File: config.mk
export PLATFORM = sky130hd
export DESIGN_NAME = pcileech_tx_framer
export DESIGN_NICKNAME = d
export VERILOG_FILES = /design/src/rtl/pcileech_pkg.sv /design/src/rtl/pcileech_prio_arb4.sv /design/src/rtl/pcileech_tx_framer.sv
export SDC_FILE = /design/constraint.sdc
export NUM_CORES = 1
export LEC_CHECK = 0
export CELL_PAD_IN_SITES_DETAIL_PLACEMENT = 1
export CELL_PAD_IN_SITES_GLOBAL_PLACEMENT = 2
export CORE_MARGIN = 4
export CORE_UTILIZATION = 40
export CTS_CLUSTER_DIAMETER = 50
export DETAILED_ROUTE_END_ITERATION = 10
export DONT_BUFFER_PORTS = 1
export PLACE_DENSITY = 0.86
export SLEW_MARGIN = 25
export SYNTH_ARGS = -nofsm -noshare
export SYNTH_HDL_FRONTEND = slang
export SYNTH_HIERARCHICAL = 1
export SYNTH_SLANG_ARGS = --single-unit
File: constraint.sdc
create_clock -name clk -period 4.2 [get_ports clk]
set_clock_uncertainty 0.05 [all_clocks]
set_input_delay 0.21 -clock clk [delete_from_list [all_inputs] [get_ports clk]]
set_output_delay 0.21 -clock clk [all_outputs]
set_load 0.005 [all_outputs]
File: src/rtl/pcileech_pkg.sv
// Shared definitions for the FT601 TX framer: frame geometry, port IDs and tag dword layout.
// A frame is one tag dword followed by seven 32-bit data slots.
package pcileech_pkg;

   localparam int FRAME_SLOTS  = 7;
   localparam int SLOT_W       = 32;
   localparam int TAG_W        = 4;
   localparam int FILL_W       = 3;
   localparam int TAG_CNT_LSB  = 29;
   localparam int TAG_RSVD_BIT = 28;

   typedef enum logic [1:0] {
      PORT_TLP  = 2'd0,
      PORT_CFG  = 2'd1,
      PORT_LOOP = 2'd2,
      PORT_CMD  = 2'd3
   } port_id_e;

   function automatic logic [TAG_W-1:0] slot_tag(input port_id_e port, input logic [1:0] ctx);
      return {port, ctx};
   endfunction

endpackage

File: src/rtl/pcileech_prio_arb4.sv
// Four-way fixed-priority arbiter: one-hot grant, request 0 wins, nothing granted when en=0.
module pcileech_prio_arb4 (
   input  logic       en,
   input  logic [3:0] req,
   output logic [3:0] grant
);

   always_comb begin
      grant = 4'b0000;
      if (en) begin
         if (req[0])      grant = 4'b0001;
         else if (req[1]) grant = 4'b0010;
         else if (req[2]) grant = 4'b0100;
         else if (req[3]) grant = 4'b1000;
      end
   end

endmodule

File: src/rtl/pcileech_tx_framer.sv
// Drains four source FIFOs in strict priority and packs their words into 256-bit tagged frames.
// Frames are handed to a single output register when full or after an idle flush timeout.
import pcileech_pkg::*;

module pcileech_tx_framer #(
   parameter int PARAM_FLUSH_CYCLES = 16
) (
   input  logic         clk,
   input  logic         rst,
   output logic [255:0] dout,
   output logic         valid,
   input  logic         rd_en,
   input  logic [31:0]  p0_din,
   input  logic [1:0]   p0_ctx,
   input  logic         p0_wr_en,
   input  logic         p0_has_data,
   output logic         p0_req_data,
   input  logic [31:0]  p1_din,
   input  logic [1:0]   p1_ctx,
   input  logic         p1_wr_en,
   input  logic         p1_has_data,
   output logic         p1_req_data,
   input  logic [31:0]  p2_din,
   input  logic [1:0]   p2_ctx,
   input  logic         p2_wr_en,
   input  logic         p2_has_data,
   output logic         p2_req_data,
   input  logic [31:0]  p3_din,
   input  logic [1:0]   p3_ctx,
   input  logic         p3_wr_en,
   input  logic         p3_has_data,
   output logic         p3_req_data
);

   localparam logic [7:0] FLUSH_VAL = 8'(PARAM_FLUSH_CYCLES);

   logic [3:0]        has_data;
   logic [3:0]        wr_en;
   logic [3:0]        grant;
   logic [SLOT_W-1:0] din_arr [4];
   logic [1:0]        ctx_arr [4];

   logic [FILL_W-1:0] fill_reg;
   logic              pending_reg;
   logic [7:0]        idle_reg;
   logic [255:0]      dout_reg;
   logic              valid_reg;

   logic              land_any;
   logic [SLOT_W-1:0] land_data;
   logic [TAG_W-1:0]  land_tag;
   logic [FILL_W:0]   fill_after;
   logic              full_case;
   logic              flush_case;
   logic              grant_en;
   logic              grant_any;
   logic              out_free;
   logic              handoff;

   logic [SLOT_W*FRAME_SLOTS-1:0] frame_words;
   logic [TAG_W*FRAME_SLOTS-1:0]  frame_tags;
   logic [255:0]                  frame_next;

   assign has_data   = {p3_has_data, p2_has_data, p1_has_data, p0_has_data};
   assign wr_en      = {p3_wr_en, p2_wr_en, p1_wr_en, p0_wr_en};
   assign din_arr[0] = p0_din;
   assign din_arr[1] = p1_din;
   assign din_arr[2] = p2_din;
   assign din_arr[3] = p3_din;
   assign ctx_arr[0] = p0_ctx;
   assign ctx_arr[1] = p1_ctx;
   assign ctx_arr[2] = p2_ctx;
   assign ctx_arr[3] = p3_ctx;

   // The grant protocol keeps wr_en one-hot, so a plain scan selects the landing word.
   always_comb begin
      land_any  = 1'b0;
      land_data = '0;
      land_tag  = '0;
      for (int i = 0; i < 4; i++) begin
         if (wr_en[i]) begin
            land_any  = 1'b1;
            land_data = din_arr[i];
            land_tag  = slot_tag(port_id_e'(i), ctx_arr[i]);
         end
      end
   end

   assign fill_after = {1'b0, fill_reg} + {{FILL_W{1'b0}}, land_any};
   assign full_case  = (fill_after == (FILL_W+1)'(FRAME_SLOTS));
   assign grant_en   = !rst &&
                       (({1'b0, fill_reg} + {{FILL_W{1'b0}}, pending_reg}) < (FILL_W+1)'(FRAME_SLOTS));
   assign grant_any  = |grant;
   assign out_free   = !valid_reg || rd_en;
   assign flush_case = (fill_reg != '0) && !pending_reg && !grant_any && (idle_reg == FLUSH_VAL);
   assign handoff    = out_free && (full_case || flush_case);

   pcileech_prio_arb4 u_arb (
      .en    (grant_en),
      .req   (has_data),
      .grant (grant)
   );

   assign p0_req_data = grant[0];
   assign p1_req_data = grant[1];
   assign p2_req_data = grant[2];
   assign p3_req_data = grant[3];

   for (genvar gi = 0; gi < FRAME_SLOTS; gi++) begin : g_slot
      logic [SLOT_W-1:0] data_reg;
      logic [TAG_W-1:0]  tag_reg;
      logic              land_here;

      assign land_here = land_any && (fill_reg == FILL_W'(gi));
      // A word completing the frame is merged straight into the outgoing frame.
      assign frame_words[SLOT_W*gi +: SLOT_W] = (full_case && land_here) ? land_data : data_reg;
      assign frame_tags[TAG_W*gi +: TAG_W]    = (full_case && land_here) ? land_tag : tag_reg;

      always_ff @(posedge clk) begin
         if (rst) begin
            data_reg <= '0;
            tag_reg  <= '0;
         end else if (handoff) begin
            if (gi == 0 && land_any && !full_case) begin
               data_reg <= land_data;
               tag_reg  <= land_tag;
            end else begin
               data_reg <= '0;
               tag_reg  <= '0;
            end
         end else if (land_here) begin
            data_reg <= land_data;
            tag_reg  <= land_tag;
         end
      end
   end

   always_comb begin
      frame_next = '0;
      frame_next[TAG_CNT_LSB +: FILL_W] = full_case ? FILL_W'(FRAME_SLOTS) : fill_reg;
      frame_next[TAG_RSVD_BIT]          = 1'b0;
      frame_next[TAG_W*FRAME_SLOTS-1:0] = frame_tags;
      frame_next[255:SLOT_W]            = frame_words;
   end

   always_ff @(posedge clk) begin
      if (rst) begin
         fill_reg    <= '0;
         pending_reg <= 1'b0;
         idle_reg    <= '0;
         dout_reg    <= '0;
         valid_reg   <= 1'b0;
      end else begin
         pending_reg <= grant_any;

         if (handoff)
            fill_reg <= (land_any && !full_case) ? FILL_W'(1) : '0;
         else
            fill_reg <= fill_after[FILL_W-1:0];

         if (grant_any || land_any || handoff)
            idle_reg <= '0;
         else if (fill_reg != '0 && idle_reg < FLUSH_VAL)
            idle_reg <= idle_reg + 8'd1;

         if (handoff) begin
            dout_reg  <= frame_next;
            valid_reg <= 1'b1;
         end else if (rd_en) begin
            valid_reg <= 1'b0;
         end
      end
   end

   assign dout  = dout_reg;
   assign valid = valid_reg;

endmodule

== After elaboration in Yosys (flattened, before gate mapping) ==
Cells that the tools add are included.
Cells by class
  add/sub/neg operators: 3
  equal/unequal tests: 8
  $lt $le $gt $ge: 2
  reductions and logical operators: 37
  mux-type cells: 42
Operator list (count)
  two-way mux 32 bit: 14
  two-way mux 4 bit: 18
  logical AND 1 bit: 21
  equality test 3 bit, second input constant: 3
  adder 3 x 1 -> 4 bit: 2
  adder 8 x 1 -> 8 bit, second input constant: 1
  equality test 8 x 5 -> 1 bit, second input constant: 1
  < comparator 8 x 5 -> 1 bit, second input constant: 1
  two-way mux 1 bit: 7
  equality test 3 x 2 -> 1 bit, second input constant: 2
  two-way mux 3 bit: 2
  zero test 1 bit: 5
  equality test 4 x 3 -> 1 bit, second input constant: 1
  logical OR 1 bit: 4
  < comparator 4 x 3 -> 1 bit, second input constant: 1
  nonzero test 2 bit: 2
  OR reduction 2 bit: 2
  OR reduction 4 bit: 1
  equality test 3 x 1 -> 1 bit, second input constant: 1
  zero test 3 bit: 1
  nonzero test 3 bit: 1
  two-way mux 2 bit: 1
Storage, ports and cells
  output and inout port bits: 261
  flip-flop bits (word level): 520
  logic and storage cells: 111

== Logic depth before layout (Yosys ltp) ==
Gate-level depths: netlist of the first run.
  depth in word-level cells: 13
  depth in mapped cells: 16
  gate-level depth less buffers: 14

== Hierarchy ==
Netlist of the first run, hierarchy kept.
Modules (own cells, without submodules)
  pcileech_tx_framer: cells each 2009, area each 21275.4 sq um, sequential area each 10410.0 sq um, instances 1
  pcileech_prio_arb4: cells each 6, area each 60.1 sq um, sequential area each 0.0 sq um, instances 1

== Worst setup path before layout of the first run ==
Ideal clock, no wire load.
  path kind: register to register
  from: reg fill_reg[0]
  to: reg dout_reg[235], in the netlist dout[235]
  slack: 1.142 ns
  data arrival time: 2.889 ns
  library setup time: 0.119 ns
  required time: 4.031 ns
  cell stages (with the launch flop): 15
  period minus slack after synthesis: 3.058 ns
  cell sequence: dfxtp_1 ha_1 ha_1 nand2_1 nor2_1 a21oi_1 a21oi_1 nor2_1 and2_2 nor4_1 o2bb2ai_2 a21oi_2 buf_4 clkbuf_1 o2bb2ai_1
On the way
  word-level cells in the longest chain between the ends: 10
  elaborated cells between the ends (all ways): 18
Ends and longest elaborated chain
  start, declared: RTL line pcileech_tx_framer.sv:43  | logic [FILL_W-1:0] fill_reg;
  start signal, assigned: RTL line pcileech_tx_framer.sv:157  | fill_reg <= (land_any && !full_case) ? FILL_W'(1) : '0;
  start signal, assigned: RTL line pcileech_tx_framer.sv:159  | fill_reg <= fill_after[FILL_W-1:0];
  adder 3 x 1 -> 4 bit: RTL line pcileech_tx_framer.sv:92  | (({1'b0, fill_reg} + {{FILL_W{1'b0}}, pending_reg}) < (FILL_W+1)'(FRAME_SLOTS));
  < comparator 4 x 3 -> 1 bit: RTL line pcileech_tx_framer.sv:92
  logical AND 1 bit: RTL line pcileech_tx_framer.sv:91  | assign grant_en = !rst &&
  via grant_en: RTL line pcileech_tx_framer.sv:55  | logic grant_en;
  two-way mux 4 bit: RTL line pcileech_prio_arb4.sv:10  | if (en) begin
  via p0_req_data: RTL line pcileech_tx_framer.sv:17  | output logic p0_req_data,
  OR reduction 4 bit: RTL line pcileech_tx_framer.sv:93  | assign grant_any = |grant;
  zero test 1 bit: RTL line pcileech_tx_framer.sv:95  | assign flush_case = (fill_reg != '0) && !pending_reg && !grant_any && (idle_reg == FLUSH_VAL);
  logical AND 1 bit (2 in a row): RTL line pcileech_tx_framer.sv:95
  logical OR 1 bit: RTL line pcileech_tx_framer.sv:96  | assign handoff = out_free && (full_case || flush_case);
  logical AND 1 bit: RTL line pcileech_tx_framer.sv:96
  end signal, assigned: RTL line pcileech_tx_framer.sv:167  | dout_reg <= frame_next;
  end, declared: RTL line pcileech_tx_framer.sv:46  | logic [255:0] dout_reg;
The timed path passes the listed nets, and every way through them passes these cells.
A chain may end at the register's enable or synchronous reset.

== Worst setup path after layout of the first run ==
  from: reg fill_reg[0]
  to: reg dout_reg[111], in the netlist dout[111]
On the way
  word-level cells in the longest chain between the ends: 10
  elaborated cells between the ends (all ways): 18
Ends and longest elaborated chain
  adder 3 x 1 -> 4 bit: RTL line pcileech_tx_framer.sv:92
  < comparator 4 x 3 -> 1 bit: RTL line pcileech_tx_framer.sv:92
  logical AND 1 bit: RTL line pcileech_tx_framer.sv:91
  via grant_en: RTL line pcileech_tx_framer.sv:55
  two-way mux 4 bit: RTL line pcileech_prio_arb4.sv:10
  via p2_req_data: RTL line pcileech_tx_framer.sv:27  | output logic p2_req_data,
  OR reduction 4 bit: RTL line pcileech_tx_framer.sv:93
  zero test 1 bit: RTL line pcileech_tx_framer.sv:95
  logical AND 1 bit (2 in a row): RTL line pcileech_tx_framer.sv:95
  logical OR 1 bit: RTL line pcileech_tx_framer.sv:96
  logical AND 1 bit: RTL line pcileech_tx_framer.sv:96
The timed path passes the listed nets, and every way through them passes these cells.

==> run metrics, run 1 <==
Congestion Overflow GR 0; Worst EP arrival 4.35 ns; Iter 0 DRT Violations 1070; clock latency at the later pin of the worst-skew pair 0.62 ns; power per cell area 485.4 nW/um^2; Synth top area share 48.79%; DP HPWL 46.58 mm; worst slew pin tran 0.9887 ns; clock buffer count from CTS 58; area of the mapped netlist 21340 sq um; static leakage 0.007364 uW; outcome complete, no violations; DR vias/cell 6.107; crit path max fanout 117; ys async rst share 0%; Post-CTS Resized 0; f_max 257.2 MHz; sequential share of power 44.6%; Clock Path Buffers 3; Power Total 11890 uW; Largest register FFs 255; most common cell in the netlist dfxtp_1; Post-synth EDFFs 0; delay-heaviest family, CP simple AND/OR/NAND/NOR gates; synth warn 6; DIE WIDTH 239.0 microns; Slew headroom 34.09%; DIE AREA 57100 sq um; Initial Utilization 40.52%; GRT Overall Usage 24.38%; pin count of the biggest net entering global routing 144; CP peak stage delay 0.52 ns; cell taking the most area after synthesis dfxtp_1; clk sinks 520; share of cells above drive strength 1 12.33%; hold buffers post-CTS 61; CP startpoint kind register; sw frac 27.02%; Post-CTS Setup Bufs 0; vias in the first global route 17405; Final Cell Area 24500 sq um; Layout Nets 2160; switching power 3214 uW; PortBufs 0; Die Y 239.0 microns; clock power share 42.5%; Syn Area/Cell 10.59 sq um; Crit-path slowest cell dfxtp_1; crit share post-route 92.56%; Main synth FF type dfxtp_1; Fill cells 5607; GPL Wtd Cong 0.7926; internal cell power 8679 uW; worst slack at placement 0.4065 ns; Core ar. 52660 sq um; Synth Instances 2015; Final WS setup 0.3125 ns; clk root buf clkbuf_16; row cnt 84; via count 16734; IO Pins 408; routed len/inst 26.62 microns; cell breakdown of the critical path ha_1 -> ha_1 -> nand2_1 -> nor2_1 -> a21oi_1 -> a21oi_1 -> nor2_1 -> nand2b_4 -> nor3b_1 -> nor4_1 -> buf_4 -> o2bb2ai_2 -> a21oi_4 -> buf_12 -> o2bb2ai_1; synth top area cells dfxtp_1, mux2i_1, o2bb2ai_1; min Tclk post-route 3.888 ns; Crit path buffers/inverters 2; htree depth 2; Max-cap violations 0; Seq/Total Area, Yosys 48.79%; Area after DPL 21970 sq um; max-slew violation count 0; Synthesized Nets 2168; Critical Path RT 4.66 ns; Synth cell types 58; unrepaired setup endpoints after global routing no; Synth top cells by count dfxtp_1, mux2i_1, o2bb2ai_1; Final TNS setup 0 ns; kind of critical path register to register; detailed-route DRC error count 0; Final Hold Viols 0; initial antenna violation count 1; Synth Register Bits 520; Detail Route Antenna Nets 0; TritonCTS clock tree yes; # setup viols final 0; peak supply drop 0.0003754 V; first-pass GRT wire length 109.3 mm; clk slew on worst S/H paths 0.06 ns; Comb pwr share 12.8%; Hold WC Path Type primary input to register; Area growth, synth to finish 14.85%; CP Capture Type register; DRT Pass-1 Iters 5; ANT cells 0; Total Wirelength 72.93 mm
## layout by cell type (no fill, tap or decap), types with 10 or more instances in the layout
cell / Yosys / routed
a21oi_1: 42 / 42
clkbuf_8: 0 / 10
a221o_2: 20 / 20
buf_12: 0 / 11
clkbuf_1: 83 / 15
dlygate4sd3_1: 0 / 60
nor3b_2: 1 / 10
a221oi_1: 34 / 31
mux2i_1: 253 / 253
nor2_1: 227 / 227
a211oi_1: 216 / 216
buf_4: 18 / 54
nand2_1: 74 / 73
o2bb2ai_1: 252 / 252
o32ai_2: 30 / 30
dfxtp_1: 520 / 520
clkbuf_16: 0 / 59
a221o_1: 14 / 14
nand3b_1: 34 / 34
## routing by layer
| layer | up-vias | share of wire [%] | track usage [%] | wire length, microns |
|---|---|---|---|---|
| met5 | - | 0 | 0 | 0 |
| met4 | 0 | 3.5 | 8.045 | 2522 |
| met3 | 140 | 7.0 | 6.253 | 5084 |
| met2 | 548 | 48 | 41.00 | 34870 |
| met1 | 8420 | 42 | 30.67 | 30450 |
| li1 | 7626 | - | - | - |
## worst register-to-register path, cell delays in order (launching register included)
cell       delay (ns)
dfxtp_1          0.52
ha_1             0.25
ha_1             0.25
nand2_1          0.07
nor2_1           0.04
a21oi_1          0.13
a21oi_1          0.10
nor2_1           0.25
nand2b_4         0.10
nor3b_1          0.41
nor4_1           0.10
buf_4            0.17
o2bb2ai_2        0.19
a21oi_4          0.33
buf_12           0.38
o2bb2ai_1        0.46
## through the flow
step / hold slack [ns] / util [%] / cells
3_5_place_dp: 0.2471 / 41.72 / 2574
6_report: 0.02648 / 46.54 / 2740
4_1_cts: 0.0007219 / 46.54 / 2740
3_3_place_gp: 0.2474 / 41.49 / 2562
2_1_floorplan: 0.3787 / - / 2015
5_1_grt: 0.02423 / 46.54 / 2740
## path summary, 6_finish.rpt
check	to	slack, ns	from	cells past startpoint
setup reg to reg	dout[111]$_SDFFE_PP0P_	0.31	fill_reg[0]$_SDFF_PP0_	15
setup / recovery	dout[111]$_SDFFE_PP0P_	0.31	fill_reg[0]$_SDFF_PP0_	15
hold reg to reg	g_slot[0].tag_reg[1]$_SDFFE_PP0P_	0.44	g_slot[0].tag_reg[1]$_SDFFE_PP0P_	2
hold / removal	g_slot[1].data_reg[10]$_SDFFE_PP0P_	0.03	p0_din[10]	3
## kinds of logic (layout without fill, tap and decap cells)
logic type      count (synthesis)  in the layout  synth area share [%]
fa+ha+maj                       6              6                0.3519
buf+inv                       211            248                 5.049
xor+xnor                        3              3                0.1232
mux                           253            253                 11.87
simple gates                  396            396                 8.773
other cells                     1              1               0.01758
compound gates                625            625                 25.02
flops                         520            520                 48.79
## layout make-up
cell class                      instances  area (sq um)  share of cell area, %
Multi-Input combinational cell       1284          9951                  40.61
Timing Repair Buffer                  138          1356                  5.535
Inverter                                5         18.77                0.07659
Tap cell                              688         860.8                  3.513
Clock buffer                           84          1670                  6.817
Sequential cell                       520         10410                  42.48
Clock inverter                         21         236.5                 0.9651
## power by group through the flow
stage	logic (uW)	clock network [uW]	registers (uW)
6_report	1520	5060	5310
5_1_grt	1650	5390	5340
4_1_cts	1520	5160	5310
3_5_place_dp	1430	0	5420
3_3_place_gp	1370	0	5400
2_1_floorplan	1030	0	5370
(Power assumes the default switching activity.)
==> run 2, diff against run 1 <==
--- a/config.mk
+++ b/config.mk
@@ -8,11 +8,12 @@
 export CELL_PAD_IN_SITES_DETAIL_PLACEMENT = 1
 export CELL_PAD_IN_SITES_GLOBAL_PLACEMENT = 2
 export CORE_MARGIN = 4
-export CORE_UTILIZATION = 40
+export CORE_UTILIZATION = 42
+export CTS_BUF_LIST = sky130_fd_sc_hd__clkbuf_4 sky130_fd_sc_hd__clkbuf_8
 export CTS_CLUSTER_DIAMETER = 50
 export DETAILED_ROUTE_END_ITERATION = 10
 export DONT_BUFFER_PORTS = 1
-export PLACE_DENSITY = 0.86
+export PLACE_DENSITY = 0.89
 export SLEW_MARGIN = 25
 export SYNTH_ARGS = -nofsm -noshare
 export SYNTH_HDL_FRONTEND = slang
==> constraint.sdc (replaced) <==
create_clock -name clk -period 3.7 [get_ports clk]
set_clock_uncertainty 0.05 [all_clocks]
set_input_delay 0.37 -clock clk [delete_from_list [all_inputs] [get_ports clk]]
set_output_delay 0.37 -clock clk [all_outputs]
set_load 0.005 [all_outputs]
==> run 2 against run 1 <==
Effect of this change:
- clock-buffer cell count rose by 53
- design area fell by 0.91%
- critical path depth fell by 3
- via count rose by 0.93%
- die area fell by 4.6%
- routed wire length rose by 2.0%
- total power rose by 9.3%
- sequential share of layout area rose by 0.39 points
- flip-flop and latch count did not move
- first-iteration DRC count rose by 5.7%
- largest cell class unchanged
- highest routed layer is now met5
==> run metrics, run 2 (same netlist as run 1, synthesis figures left out) <==
outcome complete, no violations; kind of critical path primary input to register; DR vias/cell 6.157 (+0.82%); static leakage 0.007371 uW (about the same); DIE AREA 54470 sq um (-4.6%); peak supply drop 0.0002335 V (-38%); f_max 279.9 MHz; clk sinks 520 (unchanged); Fill cells 5375 (-4.1%); Slew headroom 30.39% (-3.7 points); Layout Nets 2159 (-0.046%); Hold WC Path Type primary input to register; DIE WIDTH 233.4 microns (-2.3%); Critical Path RT 4.19 ns (-0.47 ns); Final Hold Viols 0 (unchanged); TritonCTS clock tree yes; Worst EP arrival 4.07 ns (-0.28 ns); DP HPWL 48.71 mm (+4.6%); clk slew on worst S/H paths 0.06 ns (about the same); share of cells above drive strength 1 16.20% (+3.9 points); Total Wirelength 74.36 mm (+2.0%); Clock Path Buffers 3 (unchanged); Power Total 13000 uW (+9.3%); detailed-route DRC error count 0 (unchanged); Max-cap violations 0 (unchanged); min Tclk post-route 3.573 ns; routed len/inst 27.11 microns (+1.9%); CP Capture Type register; row cnt 82 (-2.4%); clock latency at the later pin of the worst-skew pair 0.69 ns (+0.07 ns); CP peak stage delay 0.61 ns (+0.09 ns); most frequent cells in the layout dfxtp_1, mux2i_1, o2bb2ai_1; max-slew violation count 0 (unchanged); Core ar. 50170 sq um (-4.7%); Largest register FFs 255 (unchanged); vias in the first global route 17248 (-0.90%); FF-to-FF Start fill_reg[0]$_SDFF_PP0_; GPL Wtd Cong 0.8820 (+11%); Iter 0 DRT Violations 1131 (+5.7%); IO Pins 408 (unchanged); cell breakdown of the critical path dlygate4sd3_1 -> nor4_4 -> dlygate4sd3_1 -> inv_2 -> ha_1 -> ha_1 -> nand2b_1 -> o21a_2 -> nor3b_2 -> clkbuf_16 -> mux2i_1 -> o2bb2ai_1; crit path max fanout 33 (-72%); crit share post-route 96.56%; Congestion Overflow GR 0 (unchanged); most common cell after layout, fill and taps aside dfxtp_1; DRT Pass-1 Iters 5 (unchanged); htree depth 3 (+1); final core utilization 48.40% (+1.9 points); Worst Hold Launch p3_din[21]; via count 16889 (+0.93%); GRT Overall Usage 26.20% (+1.8 points); pin count of the biggest net entering global routing 108 (-25%); CP startpoint kind primary input; Area growth, synth to finish 13.80%; first-pass GRT wire length 109.6 mm (+0.35%); PortBufs 0 (unchanged); unrepaired setup endpoints after global routing no; worst slew pin tran 1.044 ns (+0.05546 ns); power per cell area 535.5 nW/um^2 (+10%); initial antenna violation count 3 (+2); Die Y 233.4 microns (-2.3%); Initial Utilization 42.53% (+2.0 points); Detail Route Antenna Nets 0 (unchanged); Crit-path slowest cell dlygate4sd3_1; crit path from p0_wr_en; clk root buf clkbuf_8; clock buffer count from CTS 86 (+48%); # setup viols final 0 (unchanged)
## run 2: cell types whose count changed in the layout (fill, tap and decap cells not counted), moves of 5 or more
cell and delta:
clkbuf_8 +93, buf_4 +9, clkbuf_1 -15, dlygate4sd3_1 -50
clkdlybuf4s18_2 -5, clkbuf_4 +34, buf_12 +19, clkbuf_16 -58
## run 2: critical path, delay by kind of cell
kind	cells	cell delay, ns
buffers and inverters	4	1.65
and+or+nand+nor	3	0.71
muxes	1	0.47
AOI/OAI and AO/OA	2	0.44
adders and majority gates	2	0.40
## run 2: layout make-up
cell class | instances | area [sq um] | share of cell area [%]
flip-flops and latches | 520 | 10410 | 42.87
multi-input cells | 1284 | 9968 | 41.05
clock buffers | 137 | 1673 | 6.890
repair buffers | 109 | 1257 | 5.179
well taps | 672 | 840.8 | 3.463
clock inverters | 13 | 105.1 | 0.4329
inverters | 5 | 18.77 | 0.07730
diodes | 3 | 7.507 | 0.03092
## run 2: where the power goes
group / internal, uW / switching (uW) / total, uW / leakage, uW
registers: 5870 / 154 / 6030 / 0.00421
clock network: 2930 / 2310 / 5230 / 0.000948
logic: 628 / 1110 / 1740 / 0.00221
## run 2: repair_timing
action	4_1_cts	5_1_grt
setup endpoints to repair	180	451
hold buffers	10	1
buffers inserted	0	0
hold endpoints to repair	53	1
gates resized for setup	1	7
## run 2: routing by layer
| metal | GRT usage [%] | vias up | share of wire (%) |
|---|---|---|---|
| li1 | - | 7617 | - |
| met3 | 6.598 | 143 | 7.1 |
| met4 | 10.55 | 2 | 3.4 |
| met1 | 33.57 | 8573 | 42 |
| met2 | 42.36 | 554 | 47 |
| met5 | 0 | - | 0.017 |
## run 2: final timing paths
| kind | to | slack, ns | cells after the start |
|---|---|---|---|
| setup / recovery | dout[85]$_SDFFE_PP0P_ | 0.13 | 12 |
| hold / removal | g_slot[5].data_reg[21]$_SDFFE_PP0P_ | 0.05 | 2 |
| setup reg to reg | g_slot[4].data_reg[19]$_SDFFE_PP0P_ | 0.23 | 15 |
| hold reg to reg | g_slot[0].data_reg[31]$_SDFFE_PP0P_ | 0.43 | 2 |
## run 2: metrics by stage
step / std cells / hold WS (ns) / cell area, sq um / setup WS [ns] / setup TNS [ns]
after floorplan: 2015 / 0.3972 / 21340 / 0.6417 / 0
after global placement: 2576 / 0.4032 / 22300 / 0.1090 / 0
after detailed placement: 2577 / 0.4090 / 22310 / -0.1079 / -9.561
after CTS: 2737 / 0.005693 / 24210 / 0.1042 / 0
after global routing: 2742 / 0.005469 / 24280 / 0.01127 / 0
final: 2743 / 0.04832 / 24280 / 0.1272 / 0
==> run 3, diff against run 2 <==
--- a/config.mk
+++ b/config.mk
@@ -8,7 +8,7 @@
 export CELL_PAD_IN_SITES_DETAIL_PLACEMENT = 1
 export CELL_PAD_IN_SITES_GLOBAL_PLACEMENT = 2
 export CORE_MARGIN = 4
-export CORE_UTILIZATION = 42
+export CORE_UTILIZATION = 40
 export CTS_BUF_LIST = sky130_fd_sc_hd__clkbuf_4 sky130_fd_sc_hd__clkbuf_8
 export CTS_CLUSTER_DIAMETER = 50
 export DETAILED_ROUTE_END_ITERATION = 10
@@ -17,5 +17,4 @@
 export SLEW_MARGIN = 25
 export SYNTH_ARGS = -nofsm -noshare
 export SYNTH_HDL_FRONTEND = slang
-export SYNTH_HIERARCHICAL = 1
 export SYNTH_SLANG_ARGS = --single-unit
==> run 3 against run 2 <==
Effect of this change:
- design area decreased by 1.2%
- sequential share of layout area is 0.51 points higher
- die area is 3.6% higher
- combinational power shrank 3%
- flip-flop and latch count is the same
==> run metrics, run 3 <==
outcome complete, no violations; synth warn 0 (-6); Detail Route Antenna Nets 0 (unchanged); Synth top area share 49.38% (+0.59 points); Congestion Overflow GR 0 (unchanged); Hold WC Path Type primary input to register; final core utilization 46.40% (-2.0 points); Core ar. 51720 sq um (+3.1%); Max-cap violations 0 (unchanged); Worst EP arrival 3.99 ns (-0.08 ns); clk root buf clkbuf_8; first-pass GRT wire length 109.3 mm (-0.31%); cell breakdown of the critical path ha_1 -> ha_1 -> nand2b_1 -> o21ai_0 -> a21oi_1 -> and2_4 -> buf_12 -> a22o_1; Post-CTS Setup Bufs 0 (unchanged); worst slew pin tran 1.018 ns (-0.02604 ns); Crit-path slowest cell dfxtp_1; Die Y 237.6 microns (+1.8%); htree depth 3 (unchanged); GRT Overall Usage 24.26% (-1.9 points); synth top area cells dfxtp_1, a22o_1, a211oi_1; Final Hold Viols 0 (unchanged); CP startpoint kind register; Synth Register Bits 520 (unchanged); min Tclk post-route 3.452 ns (-0.1211 ns); max-slew violation count 0 (unchanged); Iter 0 DRT Violations 1036 (-8.4%); initial antenna violation count 2 (-1); GPL Wtd Cong 0.8320 (-5.7%); vias in the first global route 18043 (+4.6%); kind of critical path register to register; Final TNS setup 0 ns (unchanged); routed len/inst 24.30 microns (-10%); crit path max fanout 84 (+150%); Area growth, synth to finish 13.82% (about the same); DIE WIDTH 237.6 microns (+1.8%); Main synth FF type dfxtp_1; cell taking the most area after synthesis dfxtp_1; via count 17948 (+6.3%); Synth Instances 2306 (+14%); clock buffer count from CTS 91 (+5.8%); Synthesized Nets 2459 (+13%); unrepaired setup endpoints after global routing no; clk sinks 520 (unchanged); DR vias/cell 5.989 (-2.7%); Initial Utilization 40.76% (-1.8 points); DRT Pass-1 Iters 5 (unchanged); Total Wirelength 72.84 mm (-2.1%); peak supply drop 0.0002832 V (+21%); Slew headroom 32.13% (+1.7 points); Synth top cells by count dfxtp_1, nor2_1, a22o_1; Seq/Total Area, Yosys 49.38% (+0.59 points); most common cell after layout, fill and taps aside dfxtp_1; static leakage 0.008935 uW (+21%); Synth cell types 55 (-5.2%); TritonCTS clock tree yes; area of the mapped netlist 21080 sq um (-1.2%); IO Pins 408 (unchanged); Crit path buffers/inverters 1 (-3); share of cells above drive strength 1 11.48% (-4.7 points); f_max 289.7 MHz (+3.5%); Post-synth EDFFs 0 (unchanged); most common cell in the netlist dfxtp_1; ANT cells 0 (-3); Syn Area/Cell 9.142 sq um (-14%); clock latency at the later pin of the worst-skew pair 0.68 ns (about the same); Clock Path Buffers 3 (unchanged); pin count of the biggest net entering global routing 105 (-2.8%); most used cell, CP ha_1; PortBufs 0 (unchanged); row cnt 83 (+1.2%); detailed-route DRC error count 0 (unchanged); delay-heaviest family, CP compound AO/OA/AOI/OAI gates; DIE AREA 56440 sq um (+3.6%); power per cell area 562.1 nW/um^2 (+5.0%); # setup viols final 0 (unchanged); crit share post-route 93.29% (-3.3 points); ys async rst share 0% (unchanged); clk slew on worst S/H paths 0.06 ns (about the same); Layout Nets 2400 (+11%); Fill cells 5784 (+7.6%); DP HPWL 46.30 mm (-4.9%); CP Capture Type register; Largest register FFs 255 (unchanged); most frequent cells in the layout dfxtp_1, nor2_1, a22o_1; Critical Path RT 4.24 ns (+0.05 ns); CP peak stage delay 0.66 ns (+0.05 ns)
==> run 3: final cells by class <==
type                    instances  area (sq um)  area share (%)
flip-flops and latches        520         10410           43.39
multi-input cells            1487          9522           39.68
clock buffers                 137          1779           7.415
repair buffers                102          1016           4.234
well taps                     680         850.8           3.546
clock inverters                26         247.7           1.032
inverters                      45         168.9          0.7040
==> run 3: where the power goes <==
part           internal (uW)  switching [uW]  total (uW)
Sequential              5870             164        6040
Combinational            594            1080        1680
Clock                   3360            2420        5770
==> run 3: logic make-up (layout without fill, tap and decap cells) <==
kind of cell,Yosys count,after routing,synth area share [%]
other,1,1,0.01779
multiplexers,70,70,3.324
AND/OR/NAND/NOR,525,527,10.42
buffers and inverters,301,310,6.006
XOR/XNOR,4,4,0.1662
AO/OA/AOI/OAI,879,879,30.33
flip-flops,520,520,49.38
adder cells (fa/ha/maj),6,6,0.3561
==> run 3: path summary, 6_finish.rpt <==
path | startpoint | to | slack, ns | depth (start not counted)
worst max-delay path | fill_reg[0]$_SDFF_PP0_ | dout[199]$_SDFFE_PP0P_ | 0.25 | 8
worst min-delay path | p3_din[24] | dout[184]$_SDFFE_PP0P_ | 0.07 | 3
worst max register to register | fill_reg[0]$_SDFF_PP0_ | dout[199]$_SDFFE_PP0P_ | 0.25 | 8
worst min register to register | idle_reg[5]$_SDFFE_PP0P_ | idle_reg[5]$_SDFFE_PP0P_ | 0.39 | 2
==> run 3: metal layers <==
| metal | vias up | part of all wire, % | track usage, % |
|---|---|---|---|
| met5 | - | 0 | 0 |
| met4 | 0 | 2.4 | 7.856 |
| met3 | 103 | 7.8 | 7.240 |
| met2 | 528 | 46 | 38.71 |
| met1 | 8990 | 44 | 31.69 |
| li1 | 8327 | - | - |
==> run 3: per-stage QoR <==
stage	cells	instance area (sq um)	hold slack, ns	power, uW	worst slack, ns
global route	2997	23990	0.03278	14090	0.007248
CTS	2995	23980	0.0003384	13640	0.3000
detailed placement	2801	21630	0.3880	7769	0.2617
finish	2997	23990	0.06945	13490	0.2483
global placement	2801	21630	0.3637	7694	0.3816
floorplan	2306	21080	0.3577	7292	0.4660
==> run 3: worst reg2reg max path, cell delays in order, from the launching register on <==
cell and delay, ns:
dfxtp_1 0.66, ha_1 0.34, ha_1 0.25, nand2b_1 0.16, o21ai_0 0.22, a21oi_1 0.58
and2_4 0.45, buf_12 0.39, a22o_1 0.29
==> run 3: repair_timing <==
item,4_1_cts,5_1_grt
hold buffers,31,0
endpoints found under the hold margin,59,0
setup endpoints to repair,0,24
gates resized for setup,0,0
